## config.mk

```make
export PLATFORM = sky130hd
export DESIGN_NAME = riscv_multicycle_ctrl
export DESIGN_NICKNAME = d
export VERILOG_FILES = /design/src/rtl/riscv_pkg.sv /design/src/rtl/riscv_alu_dec.sv /design/src/rtl/riscv_multicycle_ctrl.sv
export SDC_FILE = /design/constraint.sdc
export NUM_CORES = 1
export LEC_CHECK = 0
export BUFFER_PORTS_ARGS = -buffer_cell sky130_fd_sc_hd__buf_2
export CORE_UTILIZATION = 40
export CTS_BUF_LIST = sky130_fd_sc_hd__clkbuf_4
export DETAILED_ROUTE_END_ITERATION = 16
export PLACE_DENSITY = 0.72
export RECOVER_POWER = 25
export SETUP_SLACK_MARGIN = 0.1
export SLEW_MARGIN = 15
export SYNTH_ARGS = -nofsm -noshare
export SYNTH_HDL_FRONTEND = slang
export SYNTH_SLANG_ARGS = --single-unit
export TNS_END_PERCENT = 20
```

## constraint.sdc

```tcl
create_clock -name CLK -period 2.8 [get_ports CLK]
set_input_delay 0.14 -clock CLK [delete_from_list [all_inputs] [get_ports CLK]]
set_output_delay 0.14 -clock CLK [all_outputs]
set_load 0.02 [all_outputs]
```

## src/rtl/riscv_pkg.sv

```systemverilog
// Shared encodings for the multi-cycle RISC-V control unit.
package riscv_pkg;

  typedef enum logic [3:0] {
    S_FETCH,
    S_DECODE,
    S_MEMADR,
    S_MEMREAD,
    S_MEMWB,
    S_MEMWRITE,
    S_EXECR,
    S_EXECI,
    S_ALUWB,
    S_BRANCH,
    S_JAL,
    S_TRAP
  } state_t;

  localparam logic [6:0] OP_LOAD   = 7'b0000011;
  localparam logic [6:0] OP_STORE  = 7'b0100011;
  localparam logic [6:0] OP_RTYPE  = 7'b0110011;
  localparam logic [6:0] OP_ITYPE  = 7'b0010011;
  localparam logic [6:0] OP_BRANCH = 7'b1100011;
  localparam logic [6:0] OP_JAL    = 7'b1101111;

  localparam logic [2:0] ALU_ADD = 3'b000;
  localparam logic [2:0] ALU_SUB = 3'b001;
  localparam logic [2:0] ALU_AND = 3'b010;
  localparam logic [2:0] ALU_OR  = 3'b011;
  localparam logic [2:0] ALU_SLT = 3'b101;

  localparam logic [1:0] ALUOP_ADD   = 2'b00;
  localparam logic [1:0] ALUOP_SUB   = 2'b01;
  localparam logic [1:0] ALUOP_FUNCT = 2'b10;

  localparam logic [1:0] IMM_I = 2'b00;
  localparam logic [1:0] IMM_S = 2'b01;
  localparam logic [1:0] IMM_B = 2'b10;
  localparam logic [1:0] IMM_J = 2'b11;

  localparam logic [1:0] SRCA_PC    = 2'b00;
  localparam logic [1:0] SRCA_OLDPC = 2'b01;
  localparam logic [1:0] SRCA_RD1   = 2'b10;

  localparam logic [1:0] SRCB_RD2  = 2'b00;
  localparam logic [1:0] SRCB_IMM  = 2'b01;
  localparam logic [1:0] SRCB_FOUR = 2'b10;

  localparam logic [1:0] RES_ALUOUT    = 2'b00;
  localparam logic [1:0] RES_DATA      = 2'b01;
  localparam logic [1:0] RES_ALURESULT = 2'b10;

  // Immediate format follows the opcode alone, independent of state.
  function automatic logic [1:0] imm_src(input logic [6:0] op);
    case (op)
      OP_STORE:  return IMM_S;
      OP_BRANCH: return IMM_B;
      OP_JAL:    return IMM_J;
      default:   return IMM_I;
    endcase
  endfunction

endpackage

```

## src/rtl/riscv_alu_dec.sv

```systemverilog
// Combinational ALU decoder: fixed add/sub or funct3-driven operation.
module riscv_alu_dec
  import riscv_pkg::*;
(
  input  logic [1:0] aluop,
  input  logic [2:0] funct3,
  input  logic       op5,
  input  logic       funct7b5,
  output logic [2:0] alucontrol
);

  // Select the ALU operation from aluop, falling back to funct3 decode.
  always_comb begin
    alucontrol = ALU_ADD;
    case (aluop)
      ALUOP_ADD: alucontrol = ALU_ADD;
      ALUOP_SUB: alucontrol = ALU_SUB;
      default: begin
        case (funct3)
          3'b000:  alucontrol = (op5 && funct7b5) ? ALU_SUB : ALU_ADD;
          3'b010:  alucontrol = ALU_SLT;
          3'b110:  alucontrol = ALU_OR;
          3'b111:  alucontrol = ALU_AND;
          default: alucontrol = ALU_ADD;
        endcase
      end
    endcase
  end

endmodule

```

## src/rtl/riscv_multicycle_ctrl.sv

```systemverilog
// Multi-cycle control FSM with memory handshake, illegal trap and retire counter.
module riscv_multicycle_ctrl
  import riscv_pkg::*;
#(
  parameter int unsigned width = 32,
  parameter int unsigned CNT_W = 32
) (
  input  logic             CLK,
  input  logic             RST,
  input  logic [width-1:0] Instr,
  input  logic             Zero,
  input  logic             MemReady,
  output logic             MemReq,
  output logic             MemWrite,
  output logic             AdrSrc,
  output logic             IRWrite,
  output logic             PCWrite,
  output logic             RegWrite,
  output logic [1:0]       ALUSrcA,
  output logic [1:0]       ALUSrcB,
  output logic [1:0]       ResultSrc,
  output logic [1:0]       ImmSrc,
  output logic [2:0]       ALUControl,
  output logic             Illegal,
  output logic [CNT_W-1:0] Retired
);

  state_t     state, state_n;
  logic [6:0] op;
  logic [2:0] funct3;
  logic       funct7b5;
  logic [1:0] aluop;
  logic       retire;
  logic       unused_instr_bits;

  assign op       = Instr[6:0];
  assign funct3   = Instr[14:12];
  assign funct7b5 = Instr[30];
  assign unused_instr_bits = ^{Instr[width-1:31], Instr[29:15], Instr[11:7]};

  riscv_alu_dec u_alu_dec (
    .aluop      (aluop),
    .funct3     (funct3),
    .op5        (op[5]),
    .funct7b5   (funct7b5),
    .alucontrol (ALUControl)
  );

  // State register, sticky trap flag and retired-instruction counter.
  always_ff @(posedge CLK) begin
    if (RST) begin
      state   <= S_FETCH;
      Illegal <= 1'b0;
      Retired <= '0;
    end else begin
      state <= state_n;
      if (state_n == S_TRAP) Illegal <= 1'b1;
      if (retire) Retired <= Retired + CNT_W'(1);
    end
  end

  // Next-state and Moore output decode; reset forces all enables low.
  always_comb begin
    state_n   = state;
    MemReq    = 1'b0;
    MemWrite  = 1'b0;
    AdrSrc    = 1'b0;
    IRWrite   = 1'b0;
    PCWrite   = 1'b0;
    RegWrite  = 1'b0;
    ALUSrcA   = SRCA_PC;
    ALUSrcB   = SRCB_RD2;
    ResultSrc = RES_ALUOUT;
    ImmSrc    = imm_src(op);
    aluop     = ALUOP_ADD;
    retire    = 1'b0;
    case (state)
      S_FETCH: begin
        MemReq    = 1'b1;
        ALUSrcB   = SRCB_FOUR;
        ResultSrc = RES_ALURESULT;
        IRWrite   = MemReady;
        PCWrite   = MemReady;
        if (MemReady) state_n = S_DECODE;
      end
      S_DECODE: begin
        ALUSrcA = SRCA_OLDPC;
        ALUSrcB = SRCB_IMM;
        case (op)
          OP_LOAD, OP_STORE: state_n = S_MEMADR;
          OP_RTYPE:          state_n = S_EXECR;
          OP_ITYPE:          state_n = S_EXECI;
          OP_BRANCH:         state_n = (funct3[2:1] == 2'b00) ? S_BRANCH : S_TRAP;
          OP_JAL:            state_n = S_JAL;
          default:           state_n = S_TRAP;
        endcase
      end
      S_MEMADR: begin
        ALUSrcA = SRCA_RD1;
        ALUSrcB = SRCB_IMM;
        state_n = op[5] ? S_MEMWRITE : S_MEMREAD;
      end
      S_MEMREAD: begin
        MemReq = 1'b1;
        AdrSrc = 1'b1;
        if (MemReady) state_n = S_MEMWB;
      end
      S_MEMWB: begin
        ResultSrc = RES_DATA;
        RegWrite  = 1'b1;
        retire    = 1'b1;
        state_n   = S_FETCH;
      end
      S_MEMWRITE: begin
        MemReq   = 1'b1;
        MemWrite = 1'b1;
        AdrSrc   = 1'b1;
        if (MemReady) begin
          retire  = 1'b1;
          state_n = S_FETCH;
        end
      end
      S_EXECR: begin
        ALUSrcA = SRCA_RD1;
        ALUSrcB = SRCB_RD2;
        aluop   = ALUOP_FUNCT;
        state_n = S_ALUWB;
      end
      S_EXECI: begin
        ALUSrcA = SRCA_RD1;
        ALUSrcB = SRCB_IMM;
        aluop   = ALUOP_FUNCT;
        state_n = S_ALUWB;
      end
      S_ALUWB: begin
        RegWrite = 1'b1;
        retire   = 1'b1;
        state_n  = S_FETCH;
      end
      S_BRANCH: begin
        ALUSrcA = SRCA_RD1;
        aluop   = ALUOP_SUB;
        PCWrite = Zero ^ funct3[0];
        retire  = 1'b1;
        state_n = S_FETCH;
      end
      S_JAL: begin
        ALUSrcA = SRCA_OLDPC;
        ALUSrcB = SRCB_FOUR;
        PCWrite = 1'b1;
        state_n = S_ALUWB;
      end
      S_TRAP:  state_n = S_TRAP;
      default: state_n = S_FETCH;
    endcase
    if (RST) begin
      MemReq   = 1'b0;
      MemWrite = 1'b0;
      IRWrite  = 1'b0;
      PCWrite  = 1'b0;
      RegWrite = 1'b0;
    end
  end

endmodule

```

# Word-level counts from Yosys, hierarchy flattened
# Index checks and enable logic that the tools add are counted.
# op_classes
n_addsub,1
n_eq_ne,22
muxes,28
bitwise_logic,1
n_reduce_logical,16
# op_table
cell,count
32-bit by 1-bit adder with 32-bit output (second input constant),1
4-bit case mux with 7 select lines,1
4-bit equality test (second input constant),5
4-bit case mux with 5 select lines,1
4-bit by 3-bit equality test with 1-bit output (second input constant),4
2-bit case mux with 2 select lines,4
7-bit by 6-bit equality test with 1-bit output (second input constant),2
7-bit equality test (second input constant),2
1-bit two-way mux,12
4-bit two-way mux,3
3-bit case mux with 4 select lines,1
2-bit OR reduction,6
3-bit OR reduction,4
4-bit by 2-bit equality test with 1-bit output (second input constant),2
7-bit by 2-bit equality test with 1-bit output (second input constant),1
7-bit by 5-bit equality test with 1-bit output (second input constant),1
3-bit equality test (second input constant),2
2-bit case mux with 3 select lines,1
3-bit case mux with 2 select lines,1
4-bit by 1-bit equality test with 1-bit output (second input constant),1
2-bit zero test,2
4-bit zero test,1
4-bit OR reduction,1
3-bit by 2-bit equality test with 1-bit output (second input constant),1
other kinds (8),8
# totals
register_bits,37
inputBits,36
out_inout_bits,50
wordCells,71

# Logic depth before layout (Yosys ltp)
# Gate-level depths: netlist of run 1.
# depth
ltp_word,5
depth_mapped,6
mapped_depth_nobuf,6

# Modules after synthesis
# Synthesis of run 1 repeated with hierarchy kept, for this count alone.
# hier_totals
hier_cells,280
area_unflattened_um2,2137.0
# by_module_without_submodules
module,instances,cells_each,area_each_um2,seq_area_each_um2
riscv_multicycle_ctrl,1,273,2094.5,740.7
riscv_alu_dec,1,7,42.5,0.0

# Worst setup path after synthesis of run 1
# No wires, ideal clock.
# synth_timing
kind,register to register
from,reg Retired[5]
to,reg Retired[23]
setup_time_ns,0.070
arrival_time_ns,2.078
required_ns,2.730
path_slack_ns,0.652
stages_incl_launch_ff,7
path_buffers,1
period_less_slack_ns,2.148
cell_sequence,dfxtp_1 > and4_1 > nand2_1 > or4_1 > buf_2 > or4_1 > a21oi_1
# synth_between
elab_chain_len,1
# synth_rtl
item,line_no,text
start: declaration,riscv_multicycle_ctrl.sv:25,output logic [CNT_W-1:0] Retired
start signal: assignment,riscv_multicycle_ctrl.sv:58,if (retire) Retired <= Retired + CNT_W'(1);
32-bit by 1-bit adder with 32-bit output,riscv_multicycle_ctrl.sv:58,
# Every way passes these cells.
# A chain may end at the register's enable or synchronous reset.

# Worst setup path in the final report of run 1
# layout_timing
from,reg state[2]
to,reg Retired[23]
# layout_between
elab_chain_len,3
elab_cells_between_ends,6
classes_between,eq/ne: 4; mux: 1; reduce/logical: 1
# layout_rtl
item,line_no,text
start: declaration,riscv_multicycle_ctrl.sv:28,"state_t state, state_n;"
start signal: assignment,riscv_multicycle_ctrl.sv:56,state <= state_n;
4-bit equality test or 4-bit by 3-bit equality test with 1-bit output (tied branches),riscv_multicycle_ctrl.sv:77,case (state)
3-bit OR reduction (no source line),n/a,
1-bit case mux with 2 select lines (*),riscv_multicycle_ctrl.sv:77,
# Every way passes the cells marked *; elsewhere a longest branch is shown, timed or not.

==> impl_metrics.yaml, run 1 <==
worst_setup_path:
  critPathCaptureType: "register"
  reg2reg_depth: 5
  worstSetupPathType: "register to register"
  cp.required_ps: 3080
  crit_fanout: 16
  worstPathArrival_ps: 2600
  start_kind: "register"
pwr:
  comb_power_share_pct: 38.9
  p_int_w: 0.000891
  leakage_nw: 0.919
  ir_worst_vdd_mv: 0.227
  sequentialPowerShare_pct: 40.3
  power.share.clock_pct: 20.9
  p_per_area_nw_per_um2: 555
  power_switching_w: 0.000537
  netSwitchingFraction_pct: 37.6
cts:
  clock_latency_ps: 350
  post_cts_buffers: 0
  cts_tree: "done"
  cts_buffers: 5
  cts_root_buf: "clkbuf_4"
  holdBufCountCts: 0
  clock-sinks: 37
  cts.clk_slew.worst_paths_ps: 100
  cts_resized: 0
  max-clock-path-buffers: 2
  cts.htree.levels: 2
sta:
  timing.hold.ws_ps: 198
  timing.final.crit_share_pct: 82.8
  hold_viol: 0
  slew_headroom_pct: 52.5
  skew_ps: 5.00
  finalSetupViolations: 0
  fin_ws_ps: 481
  clock.fmax_mhz: 431
  tightestPinTransition_ps: 713
  rsz0062_at_grt: "no"
  fin_crit_ps: 2320
  slew_violations: 0
  tns_ps: 0
synth:
  yosys.area.top_type: "dfxtp_1"
  synthCells: 279
  ys_top_cells_by_area: "dfxtp_1 35%, xnor2_1 6.6%, a21oi_1 4.9%"
  yosysWarnings: 0
  synth_ff_type: "dfxtp_1"
  yosysUniqueCellTypes: 41
  synth-seq-area-share_pct: 34.7
  ys_ff_latch: 37
  synthArstFlopShare_pct: 0
  syn_nets: 316
  synth_edf_count: 0
  synth_top_area_share_pct: 34.7
  synth.avg_cell_area_um2: 7.64
  netlist_area_um2: 2130
global_route:
  gr-usage-met3_pct: 3.21
  grt.total_usage_pct: 18.9
  grt_pass1_wl_um: 8290
  antenna_found_initial: 0
  grt_util_met1_pct: 25.9
  use_met2_pct: 29.9
  grt_pass1_vias: 1868
  grt_max_degree: 41
  grt.overflow.total: 0
  grt-busiest-layer: "met2"
routing:
  postRouteAntennaNets: 0
  avgViaCountPerCell: 5.40
  drcViolationCount: 0
  wirelength_um: 5070
  wl_per_cell_um: 12.2
  first_iter_violations: 119
  dr.pass1.iters: 4
  vias: 2242
floorplanning:
  core_um2: 5110
  ioPinCount: 86
  rows: 26
  die_h_um: 75.0
  die-area_um2: 5630
  die_x_um: 75.0
  start_util_pct: 41.7
cells_and_area:
  area_delta_synth_final_pct: 20.7
  final_cells: 415
  postLayoutCellArea_um2: 2570
  nets: 381
  layout-drive-gt1-share_pct: 18.8
  antennaDiodeCount: 0
placement:
  gp_congestion: 0.850
  post-dp-hpwl_um: 3650
  dp_cells: 407
  io_buffers: 64
  place_ws_ps: 518
  dpl_cell_area_um2: 2540
hold_path:
  hp-class: "input pin to register"
  whs_path_depth: 4
run_status:
  status: "finished, final reports clean"
job:
  cap_violations: 0
per-stage QoR:
| stage | power [W] | util [%] |
|---|---|---|
| 6_report | 0.00143 | 50.4 |
| 5_1_grt | 0.00152 | 50.4 |
| 4_1_cts | 0.00144 | 50.9 |
| 3_5_place_dp | 0.00114 | 49.7 |
| 3_3_place_gp | 0.00114 | 49.7 |
| 2_1_floorplan | 0.000978 | - |
path summary, 6_finish.rpt:
check | startpoint | end | slack (ps)
worst min register to register | Illegal | Illegal | 470
worst max register to register | state[2] | Retired[23] | 480
worst min-delay path | Instr[6] | state[1] | 200
worst max-delay path | state[2] | Retired[23] | 480
cell usage after synthesis (2+ instances only):
cell type  number
nor2b_1        11
nand2b_1        5
nor3_1          9
nand2_1        19
clkbuf_1       11
or4_1           3
o21ai_0        16
and3_1          3
dfxtp_1        37
o31ai_1         3
nor3b_1         3
a211oi_1        3
xnor2_1        16
and4_1          5
inv_1          11
xor2_1          3
nor2_1         28
or2_2           2
o21ba_2         2
nor4_1         12
nand3_1        14
or3_1          14
nand4_1        11
a21oi_1        21
kinds of logic (layout without fill, tap and decap cells):
kind of cell	count (synthesis)	in the layout	synth area share, %
buffers and inverters	23	89	4.11
multiplexers	1	1	0.528
AND/OR/NAND/NOR	144	144	37.0
flip-flops	37	37	34.7
XOR/XNOR	19	19	7.81
adder cells (fa/ha/maj)	1	1	0.587
AO/OA/AOI/OAI	54	54	15.2
cell type report:
| cell class | instances | area [um^2] |
|---|---|---|
| fillers | 522 | 2530 |
| flip-flops and latches | 37 | 741 |
| clock buffers | 8 | 60.1 |
| multi-input cells | 219 | 1300 |
| inverters | 11 | 41.3 |
| repair buffers | 70 | 339 |
| well taps | 70 | 87.6 |
flip-flops by register name, indices dropped and copies added, names as in the netlist:
signal	flops
Retired	32
state	4
Illegal	1
worst max-delay path, stage by stage, from the launching register on:
cell and delay [ps]:
dfxtp_1 540, nand2b_4 90, o21a_2 320, or4_1 650
or4_1 500, a21oi_1 150
power groups by stage:
stage / clock network (W) / logic (W) / registers [W]
floorplan: 0 / 0.000381 / 0.000597
global placement: 0 / 0.000550 / 0.000587
detailed placement: 0 / 0.000555 / 0.000588
CTS: 0.000309 / 0.000557 / 0.000576
global route: 0.000332 / 0.000606 / 0.000581
finish: 0.000298 / 0.000555 / 0.000575
cells in the final DEF, fill, tap and decap left out, types with 5 or more instances in the layout:
cell,n
nand2_1,19
nand2b_1,5
inv_1,11
and4_1,5
a21oi_1,21
nand3_1,14
nor2_1,28
dfxtp_1,37
nor2b_1,11
xnor2_1,16
buf_4,6
o21ai_0,16
buf_2,43
or3_1,14
clkbuf_1,21
nand4_1,11
clkbuf_4,8
nor3_1,9
nor4_1,12
layer usage:
layer | vias up | part of all wire, %
met5 | - | 0
met4 | 0 | 1.8
met3 | 8 | 5.0
met2 | 51 | 45
met1 | 1044 | 48
li1 | 1139 | -
(Power assumes the default switching activity.)
==> inputs of run 2 (changes only) <==
==> constraint.sdc (replaced) <==
create_clock -name CLK -period 2.3 [get_ports CLK]
set_input_delay 0.115 -clock CLK [delete_from_list [all_inputs] [get_ports CLK]]
set_output_delay 0.115 -clock CLK [all_outputs]
set_load 0.02 [all_outputs]
==> run 2 against run 1 <==
Fmax rose by 8.4%. Clock-buffer cell count fell by 3. Largest power group unchanged. Clock power rose by 3%. Cell count rose by 1.9%. Critical endpoint unchanged.
==> impl_metrics.yaml, run 2 (synthesized netlist as in run 1, its figures left out) <==
pwr:
  sequentialPowerShare_pct: 41.0
  comb_power_share_pct: 41.0
  netSwitchingFraction_pct: 38.3
  p_per_area_nw_per_um2: 647
  leakage_nw: 0.960
  p_int_w: 0.00105
  power_switching_w: 0.000653
  power.share.clock_pct: 18.0
  ir_worst_vdd_mv: 0.405
worst_setup_path:
  crit_fanout: 8
  critPathCaptureType: "register"
  cp.required_ps: 2570
  crit_path_top_delay_cell: "or4_1"
  path_cells: "and4_1 > nand2_1 > or4_1 > or4_1 > a21oi_1"
  worstSetupPathType: "register to register"
  r2r_setup_slack_ps: 160
  r2r-end: "Retired[23]"
  r2r-start: "Retired[8]"
  worstPathArrival_ps: 2410
  slowest_delay_ps: 680
  start_kind: "register"
  reg2reg_depth: 5
  crit_top_cell: "or4_1"
cts:
  clock-sinks: 37
  clock_latency_ps: 340
  max-clock-path-buffers: 2
  cts.clk_slew.worst_paths_ps: 110
  cts_buffers: 5
  cts_root_buf: "clkbuf_4"
  holdBufCountCts: 0
  cts.htree.levels: 2
  cts_tree: "done"
cells_and_area:
  nets: 391
  area_delta_synth_final_pct: 23.7
  largest_reg_flops: 32
  top_register: "Retired"
  top_regs: "Retired (32), state (4), Illegal (1)"
  antennaDiodeCount: 0
  final_common_cell: "buf_2"
  layout-drive-gt1-share_pct: 21.0
  final_cell_mix: "43 x buf_2, 37 x dfxtp_1, 28 x nor2_1, 21 x a21oi_1, 21 x clkbuf_1"
  nFillCells: 514
floorplanning:
  die_x_um: 75.0
  rows: 26
  ioPinCount: 86
  core_um2: 5110
  die-area_um2: 5630
  start_util_pct: 41.7
  die_h_um: 75.0
placement:
  place_ws_ps: 218
  io_buffers: 64
  post-dp-hpwl_um: 3830
  gp_congestion: 0.894
sta:
  rsz0062_at_grt: "yes"
  clock.fmax_mhz: 468
  tightestPinTransition_ps: 636
  slew_headroom_pct: 57.2
  hold_viol: 0
  fin_ws_ps: 161
  slew_violations: 0
  fin_crit_ps: 2140
  tns_ps: 0
  timing.final.crit_share_pct: 93.0
  skew_ps: 8.63
  finalSetupViolations: 0
routing:
  wirelength_um: 5210
  avgViaCountPerCell: 5.35
  postRouteAntennaNets: 0
  drcViolationCount: 0
  dr.pass1.iters: 4
  wl_per_cell_um: 12.3
  first_iter_violations: 148
  vias: 2263
global_route:
  grt_pass1_wl_um: 8510
  antenna_found_initial: 0
  grt.overflow.total: 0
  grt.total_usage_pct: 19.3
  grt_pass1_vias: 1942
  grt_max_degree: 37
hold_path:
  hp-class: "input pin to register"
  whs_path_depth: 3
  hold_path_end: "state[3]"
  hp-start: "RST"
job:
  cap_violations: 0
run_status:
  status: "finished, final reports clean"
[run 2: cell types whose count changed in the layout (fill, tap and decap cells not counted), sizes merged]
| cell | before | now |
|---|---|---|
| clkbuf | 29 | 26 |
| buf | 49 | 59 |
| clkinv | 0 | 1 |
[run 2: power by group through the flow]
| stage | Clock [W] | Combinational, W | Sequential, W |
|---|---|---|---|
| 3_5_place_dp | 0 | 0.000697 | 0.000715 |
| 4_1_cts | 0.000322 | 0.000700 | 0.000700 |
| 3_3_place_gp | 0 | 0.000691 | 0.000713 |
| 6_report | 0.000307 | 0.000699 | 0.000700 |
| 2_1_floorplan | 0 | 0.000464 | 0.000726 |
| 5_1_grt | 0.000354 | 0.000763 | 0.000706 |
[run 2: through the flow]
stage               power (W)  utilization [%]  cells  hold WS [ps]  cell area [um^2]
CTS                   0.00172             52.0    423           152              2660
global placement      0.00140             51.2    417           444              2610
floorplan             0.00119                -    279           312              2130
global route          0.00182             51.6    423           157              2640
finish                0.00171             51.6    423           160              2640
detailed placement    0.00141             51.2    417           451              2610
[run 2: how the worst max path moves through the flow]
stage	start	end	slack, ps
2_1_floorplan	Retired[5]	Retired[23]	150
3_3_place_gp	Retired[8]	Retired[23]	250
3_5_place_dp	state[2]	Retired[31]	220
4_1_cts	Retired[8]	Retired[23]	190
5_1_grt	state[2]	Retired[29]	60
6_report	Retired[8]	Retired[23]	160
[run 2: critical path, delay by kind of cell (launching register included)]
kind	cells	cell delay, ps
DFF	1	400
AOI/OAI and AO/OA	1	150
and+or+nand+nor	4	1520
[run 2: layer usage]
layer	vias up	share of wire, %	global-route usage, %
met5	-	0	0
met4	0	1.1	5.66
met3	7	4.0	4.42
met2	50	48	31.5
met1	1047	47	25.4
li1	1159	-	-
[run 2: layout make-up]
class	instances	area, um^2	share of cell area [%]
Sequential cell	37	741	28.1
Inverter	11	41.3	1.57
Multi-Input combinational cell	219	1310	49.7
Tap cell	70	87.6	3.32
Clock buffer	5	37.5	1.42
Clock inverter	1	5.00	0.190
Timing Repair Buffer	80	414	15.7
[run 2: timing repair]
item,CTS,global route
resized for setup,0,1
setup endpoints to repair,0,8
buffers inserted,0,0
